--- src/rtl/instruction_encoder_if.sv ---
// Upstream field-set and downstream instruction-byte handshakes of the instruction encoder.
// Both sides use valid/ready: a transfer happens on a rising edge where valid && ready.
interface instruction_encoder_if;
  logic       in_valid;
  logic       in_ready;
  logic       in_sel;
  logic [2:0] in_op;
  logic [3:0] in_imm;
  logic       out_valid;
  logic       out_ready;
  logic [7:0] out_instr;

  modport master (
    output in_valid, in_sel, in_op, in_imm, out_ready,
    input  in_ready, out_valid, out_instr
  );

  modport slave (
    input  in_valid, in_sel, in_op, in_imm, out_ready,
    output in_ready, out_valid, out_instr
  );
endinterface

--- src/rtl/instruction_encoder.sv ---
// Packs {sel, op, imm} into an instruction byte and buffers it in a small FWFT FIFO
// ahead of the decode stage; flush discards buffered bytes, rst also clears issued_count.
module instruction_encoder #(
  parameter int DEPTH  = 4,
  parameter int ADDR_W = 2
) (
  input  logic                  clk,
  input  logic                  rst,
  input  logic                  flush,
  instruction_encoder_if.slave  bus,
  output logic [ADDR_W:0]       count,
  output logic [7:0]            issued_count
);

  localparam logic [ADDR_W:0] FULL_COUNT = (ADDR_W + 1)'(DEPTH);

  logic [7:0]        mem [DEPTH];
  logic [ADDR_W-1:0] wr_ptr;
  logic [ADDR_W-1:0] rd_ptr;
  logic              push;
  logic              pop;

  // in_ready depends on occupancy only, so a full FIFO never passes a byte through.
  assign bus.in_ready  = (count != FULL_COUNT);
  assign bus.out_valid = (count != '0);
  assign bus.out_instr = bus.out_valid ? mem[rd_ptr] : 8'h00;

  assign push = bus.in_valid && bus.in_ready;
  assign pop  = bus.out_valid && bus.out_ready;

  always_ff @(posedge clk) begin
    if (push && !rst && !flush) begin
      mem[wr_ptr] <= {bus.in_sel, bus.in_op, bus.in_imm};
    end
  end

  always_ff @(posedge clk) begin
    if (rst) begin
      wr_ptr       <= '0;
      rd_ptr       <= '0;
      count        <= '0;
      issued_count <= 8'h00;
    end else if (flush) begin
      // flush drops a same-cycle push and does not count a same-cycle pop
      wr_ptr <= '0;
      rd_ptr <= '0;
      count  <= '0;
    end else begin
      if (push) begin
        wr_ptr <= wr_ptr + 1'b1;
      end
      if (pop) begin
        rd_ptr       <= rd_ptr + 1'b1;
        issued_count <= issued_count + 8'd1;
      end
      case ({push, pop})
        2'b10:   count <= count + 1'b1;
        2'b01:   count <= count - 1'b1;
        default: count <= count;
      endcase
    end
  end

endmodule

--- src/flat_wrapper.sv ---
// flat-port wrapper written by rule: the top's interface ports become plain ports
module instruction_encoder_flat 
#(
  parameter int DEPTH  = 4,
  parameter int ADDR_W = 2
)
  (clk, rst, flush, count, issued_count, bus_in_valid, bus_in_sel, bus_in_op, bus_in_imm, bus_out_ready, bus_in_ready, bus_out_valid, bus_out_instr);
  instruction_encoder_if bus_i ();
  input  logic clk;
  input  logic rst;
  input  logic flush;
  output logic [ADDR_W:0] count;
  output logic [7:0] issued_count;
  input wire logic [$bits(bus_i.in_valid)-1:0] bus_in_valid;
  input wire logic [$bits(bus_i.in_sel)-1:0] bus_in_sel;
  input wire logic [$bits(bus_i.in_op)-1:0] bus_in_op;
  input wire logic [$bits(bus_i.in_imm)-1:0] bus_in_imm;
  input wire logic [$bits(bus_i.out_ready)-1:0] bus_out_ready;
  output wire logic [$bits(bus_i.in_ready)-1:0] bus_in_ready;
  output wire logic [$bits(bus_i.out_valid)-1:0] bus_out_valid;
  output wire logic [$bits(bus_i.out_instr)-1:0] bus_out_instr;
  assign bus_i.in_valid = bus_in_valid;
  assign bus_i.in_sel = bus_in_sel;
  assign bus_i.in_op = bus_in_op;
  assign bus_i.in_imm = bus_in_imm;
  assign bus_i.out_ready = bus_out_ready;
  assign bus_in_ready = bus_i.in_ready;
  assign bus_out_valid = bus_i.out_valid;
  assign bus_out_instr = bus_i.out_instr;
  instruction_encoder #(.DEPTH(DEPTH), .ADDR_W(ADDR_W)) u_core (.clk(clk), .rst(rst), .flush(flush), .bus(bus_i), .count(count), .issued_count(issued_count));
endmodule
--- config.mk ---
export PLATFORM = sky130hd
export DESIGN_NAME = instruction_encoder_flat
export DESIGN_NICKNAME = d
export VERILOG_FILES = /design/src/rtl/instruction_encoder_if.sv /design/src/rtl/instruction_encoder.sv /design/src/flat_wrapper.sv
export SDC_FILE = /design/constraint.sdc
export NUM_CORES = 1
export LEC_CHECK = 0
export CAP_MARGIN = 10
export CORE_MARGIN = 1
export CORE_UTILIZATION = 35
export CTS_BUF_LIST = sky130_fd_sc_hd__clkbuf_8
export DETAILED_ROUTE_END_ITERATION = 7
export PLACE_DENSITY = 0.54
export SLEW_MARGIN = 20
export SYNTH_ARGS = -nofsm -noshare
export SYNTH_HDL_FRONTEND = slang
export SYNTH_SLANG_ARGS = --single-unit
export TNS_END_PERCENT = 20
--- constraint.sdc ---
create_clock -name clk -period 2.46 [get_ports clk]
set_input_delay 0.492 -clock clk [delete_from_list [all_inputs] [get_ports clk]]
set_output_delay 0.492 -clock clk [all_outputs]
set_load 0.01 [all_outputs]
==> impl_table.tex, run 1 <==
\begin{tabular}{lr}
\hline
Metric & Value \\
\hline
\multicolumn{2}{l}{\textbf{Run status}} \\
\quad Run status & completed \\
\multicolumn{2}{l}{\textbf{Power}} \\
\quad Total internal power & 1.27 mW \\
\quad Share of total power in combinational logic & 8.4\% \\
\quad Total Power Consumption & 1.62 mW \\
\quad Net Switching & 0.352 mW \\
\quad Net switching fraction of the power & 21.8\% \\
\quad Cell leakage power & 1.04 nW \\
\quad Clock power frac & 36.6\% \\
\quad Worst ir drop on vdd & 0.329 mV \\
\quad Power density over the cells & 601 nW/um\^{}2 \\
\quad Sequential cell fraction of total power & 54.9\% \\
\multicolumn{2}{l}{\textbf{Route}} \\
\quad Number of remaining DRC errors & 0 \\
\quad Detailed-route vias per instance & 4.95 \\
\quad Pre-antenna DRT Iters & 4 \\
\quad Final WL & 4030 um \\
\quad Average wire per standard cell & 15.1 um \\
\quad Starting DRC count in detailed routing & 95 \\
\quad Number of antenna-violating nets in the routed design & 0 \\
\quad Vias after detailed routing & 1322 \\
\multicolumn{2}{l}{\textbf{Flow run}} \\
\quad Maxcap violations & 0 \\
\multicolumn{2}{l}{\textbf{Place}} \\
\quad Cell count after placement & 259 \\
\quad RD Place Congestion & 0.698 \\
\quad Half-perimeter wire length of the detailed placement result & 2800 um \\
\quad Post-placement cell area & 2550 um\^{}2 \\
\quad Number of buffers added on ports & 33 \\
\multicolumn{2}{l}{\textbf{Cells and area}} \\
\quad Layout-stage area growth over the synthesis result & 29.6\% \\
\quad Post-Layout Inst Area & 2690 um\^{}2 \\
\quad Total number of nets in the final design & 214 \\
\quad Post-Layout Cell Count & 267 \\
\quad Layout cells sized above 1 & 15.9\% \\
\quad Count of antenna diodes in the layout & 0 \\
\multicolumn{2}{l}{\textbf{Synthesis}} \\
\quad Ys flop type & sky130\_fd\_sc\_hd\_\_edfxtp\_1 \\
\quad Seq/Total Area, Yosys & 62.7\% \\
\quad Net count after synthesis & 169 \\
\quad Share of flip-flops with an asynchronous set or reset & 0\% \\
\quad Mapped Area & 2070 um\^{}2 \\
\quad Post-Synthesis Cells & 149 \\
\quad Synthesis-stage register bit count & 49 \\
\quad Synthesis Warnings & 0 \\
\quad Mean instance size in the synthesized netlist & 13.9 um\^{}2 \\
\quad Number of flops mapped to enable cells by yosys & 32 \\
\quad Number of distinct library cells after synthesis & 31 \\
\multicolumn{2}{l}{\textbf{Clock tree}} \\
\quad Clock latency on the worst-skew pair & 310 ps \\
\quad Number of buffers on the longest clock path & 2 \\
\quad CTS buffer count & 5 \\
\quad Hold\_buf cts & 0 \\
\quad Clock net sink count & 49 \\
\quad Root buffer cell & sky130\_fd\_sc\_hd\_\_clkbuf\_8 \\
\quad CTS tree & done \\
\quad Clock transition time at the flip-flop clock pins of the worst setup and hold paths & 90 ps \\
\quad \# H-tree levels & 2 \\
\multicolumn{2}{l}{\textbf{Timing}} \\
\quad Setup clock skew after layout & 10.6 ps \\
\quad Tmin final & 2310 ps \\
\quad Top achievable clock speed & 0.433 GHz \\
\quad Final setup vio count & 0 \\
\quad TNS Setup & 0 ps \\
\quad Final-report max-slew violation count & 0 \\
\quad Transition at the pin with the smallest max-transition slack & 462 ps \\
\quad Number of hold violations in the final report & 0 \\
\quad RSZ-0062 raised after global routing & no \\
\quad Max-Slew Margin vs Limit & 68.8\% \\
\quad Crit share post-route & 94.0\% \\
\multicolumn{2}{l}{\textbf{Die}} \\
\quad Boundary pin count & 34 \\
\quad Full die area & 6240 um\^{}2 \\
\quad Std cell rows & 27 \\
\quad Height of the die & 79.0 um \\
\quad Chip width & 79.0 um \\
\quad Initial core utilization & 37.0\% \\
\quad Placeable core region & 5610 um\^{}2 \\
\multicolumn{2}{l}{\textbf{Global routing}} \\
\quad GRT Resource Usage Total & 14.2\% \\
\quad Met2 track demand over resource & 25.0\% \\
\quad Initial antenna violation count & 0 \\
\quad Largest net degree at the start of global routing & 18 \\
\quad Global-route wire length before repair & 6620 um \\
\quad Global routing usage on met1 & 16.8\% \\
\quad Vias in the first global route & 1371 \\
\quad Routing layer with the top usage in global route & met2 \\
\quad Overflow after GRT & 0 \\
\quad Met3 GRT Util & 3.91\% \\
\multicolumn{2}{l}{\textbf{Worst hold path}} \\
\quad Path class of the lowest-slack min-delay path & register to register \\
\multicolumn{2}{l}{\textbf{Setup path}} \\
\quad Critical path class & register to register \\
\quad Max Fanout on Critical Path & 6 \\
\quad Critical path startpoint category & register \\
\quad Arrival time of data at the critical path endpoint & 2550 ps \\
\quad CP endpoint kind & register \\
\quad Worst path slowest cell & sky130\_fd\_sc\_hd\_\_or3b\_1 \\
\quad Most frequent cell on the critical path & sky130\_fd\_sc\_hd\_\_inv\_1 \\
\quad Buf+Inv Stages, Crit Path & 2 \\
\quad Ordered list of cells on the worst path & or3b\_1, and2\_1, inv\_1, ha\_1, inv\_1, fa\_1, xor2\_1, or3\_1, a21oi\_1 \\
\quad Worst stage delay on the critical path & 430 ps \\
\quad Gate family responsible for the most delay along the worst path & simple AND/OR/NAND/NOR gates \\
\quad Crit path required time & 2700 ps \\
\hline
\end{tabular}
tightest hold or removal path, stage by stage, from the launching register on:
cell and delay, ps:
sky130_fd_sc_hd__dfxtp_1 340, sky130_fd_sc_hd__o31ai_1 70, sky130_fd_sc_hd__a21oi_1 60
sequential cells by signal, indices dropped and copies added (netlist names), named ones only:
| register | cells |
|---|---|
| u_core.count | 3 |
| u_core.issued_count | 8 |
| u_core.mem | 32 |
| u_core.rd_ptr | 2 |
| u_core.wr_ptr | 2 |
cells by family (layout without fill, tap and decap cells):
family,after synthesis,after routing,share of synthesized area (%)
compound gates,23,23,6.94
mux,9,9,9.23
simple gates,41,41,11.5
fa+ha+maj,7,7,4.58
xor+xnor,4,4,1.69
buf+inv,16,62,3.38
flops,49,49,62.7
cells in the mapped netlist (all sizes together), types with 3 or more instances:
library cell | n | area share (%)
clkbuf | 4 | 0.72
o31ai | 6 | 2.4
ha | 6 | 3.6
a21oi | 11 | 2.7
nor2b | 9 | 2.7
xor2 | 3 | 1.3
inv | 9 | 1.6
edfxtp | 32 | 46
and3 | 4 | 1.2
buf | 3 | 1.0
nand3 | 5 | 1.2
mux4 | 8 | 8.7
or4 | 5 | 1.8
o21ai | 3 | 0.72
nor2 | 8 | 1.4
dfxtp | 17 | 16
what timing repair did:
action	4_1_cts	5_1_grt
resized for setup	1	8
pin swaps	0	0
gates cloned	0	0
setup buffers	0	0
setup endpoints to repair	6	8
endpoints found under the hold margin	0	0
path summary, 6_finish.rpt:
path	from	to	slack, ps	depth (start not counted)
min	u_core.issued_count[6]	u_core.issued_count[6]	500	2
max	u_core.count[2]	u_core.count[2]	150	9
max reg2reg	u_core.count[2]	u_core.count[2]	150	9
min reg2reg	u_core.issued_count[6]	u_core.issued_count[6]	500	2
routing by layer:
| layer | share of wire [%] | wire (um) |
|---|---|---|
| met1 | 44 | 1760 |
| met2 | 51 | 2050 |
| met3 | 4.1 | 167 |
| met4 | 1.1 | 44 |
| met5 | 0 | 0 |
cell usage in the layout (no fill, tap or decap), drive strengths merged, types with 6 or more instances in the layout:
cell and instances:
dfxtp 17, nor2b 9, a21oi 11, buf 12, ha 6, nor2 8
edfxtp 32, o31ai 6, inv 11, dlymetal6s2s 8, clkdlybuf4s50 25, mux4 8
per-stage QoR:
stage | hold slack [ps] | setup slack (ps) | utilization (%)
after floorplan | 485 | 67.2 | -
after global placement | 487 | 75.7 | 45.4
after detailed placement | 488 | 50.1 | 45.4
after CTS | 502 | 8.44 | 47.6
after global routing | 558 | 40.2 | 47.9
final | 504 | 148 | 47.9
power groups by stage:
stage,Sequential (mW),Combinational [mW],Clock [mW]
after global routing,0.890,0.149,0.642
after floorplan,0.910,0.0596,0
final,0.889,0.136,0.592
after CTS,0.889,0.140,0.605
after global placement,0.907,0.136,0
after detailed placement,0.908,0.139,0
final cells by class:
cell class	count	area, um^2
Fill cell	535	2920
Sequential cell	49	1300
Multi-Input combinational cell	84	703
Timing Repair Buffer	45	444
Tap cell	72	90.1
Clock buffer	5	68.8
Clock inverter	3	47.5
Inverter	9	33.8
No activity file was read; power rests on OpenSTA's default activity.
==> run 2: changes to the inputs <==
--- a/config.mk
+++ b/config.mk
@@ -5,7 +5,6 @@
 export SDC_FILE = /design/constraint.sdc
 export NUM_CORES = 1
 export LEC_CHECK = 0
-export CAP_MARGIN = 10
 export CORE_MARGIN = 1
 export CORE_UTILIZATION = 35
 export CTS_BUF_LIST = sky130_fd_sc_hd__clkbuf_8
==> results of run 2 <==
No change in the layout: final DEF, timing and power equal those of run 1.
==> run 3: changes to the inputs <==
--- a/config.mk
+++ b/config.mk
@@ -5,6 +5,7 @@
 export SDC_FILE = /design/constraint.sdc
 export NUM_CORES = 1
 export LEC_CHECK = 0
+export ABC_CLOCK_PERIOD_IN_PS = 2460
 export CORE_MARGIN = 1
 export CORE_UTILIZATION = 35
 export CTS_BUF_LIST = sky130_fd_sc_hd__clkbuf_8
==> results of run 3 <==
No change in the layout: final DEF, timing and power equal those of run 1.
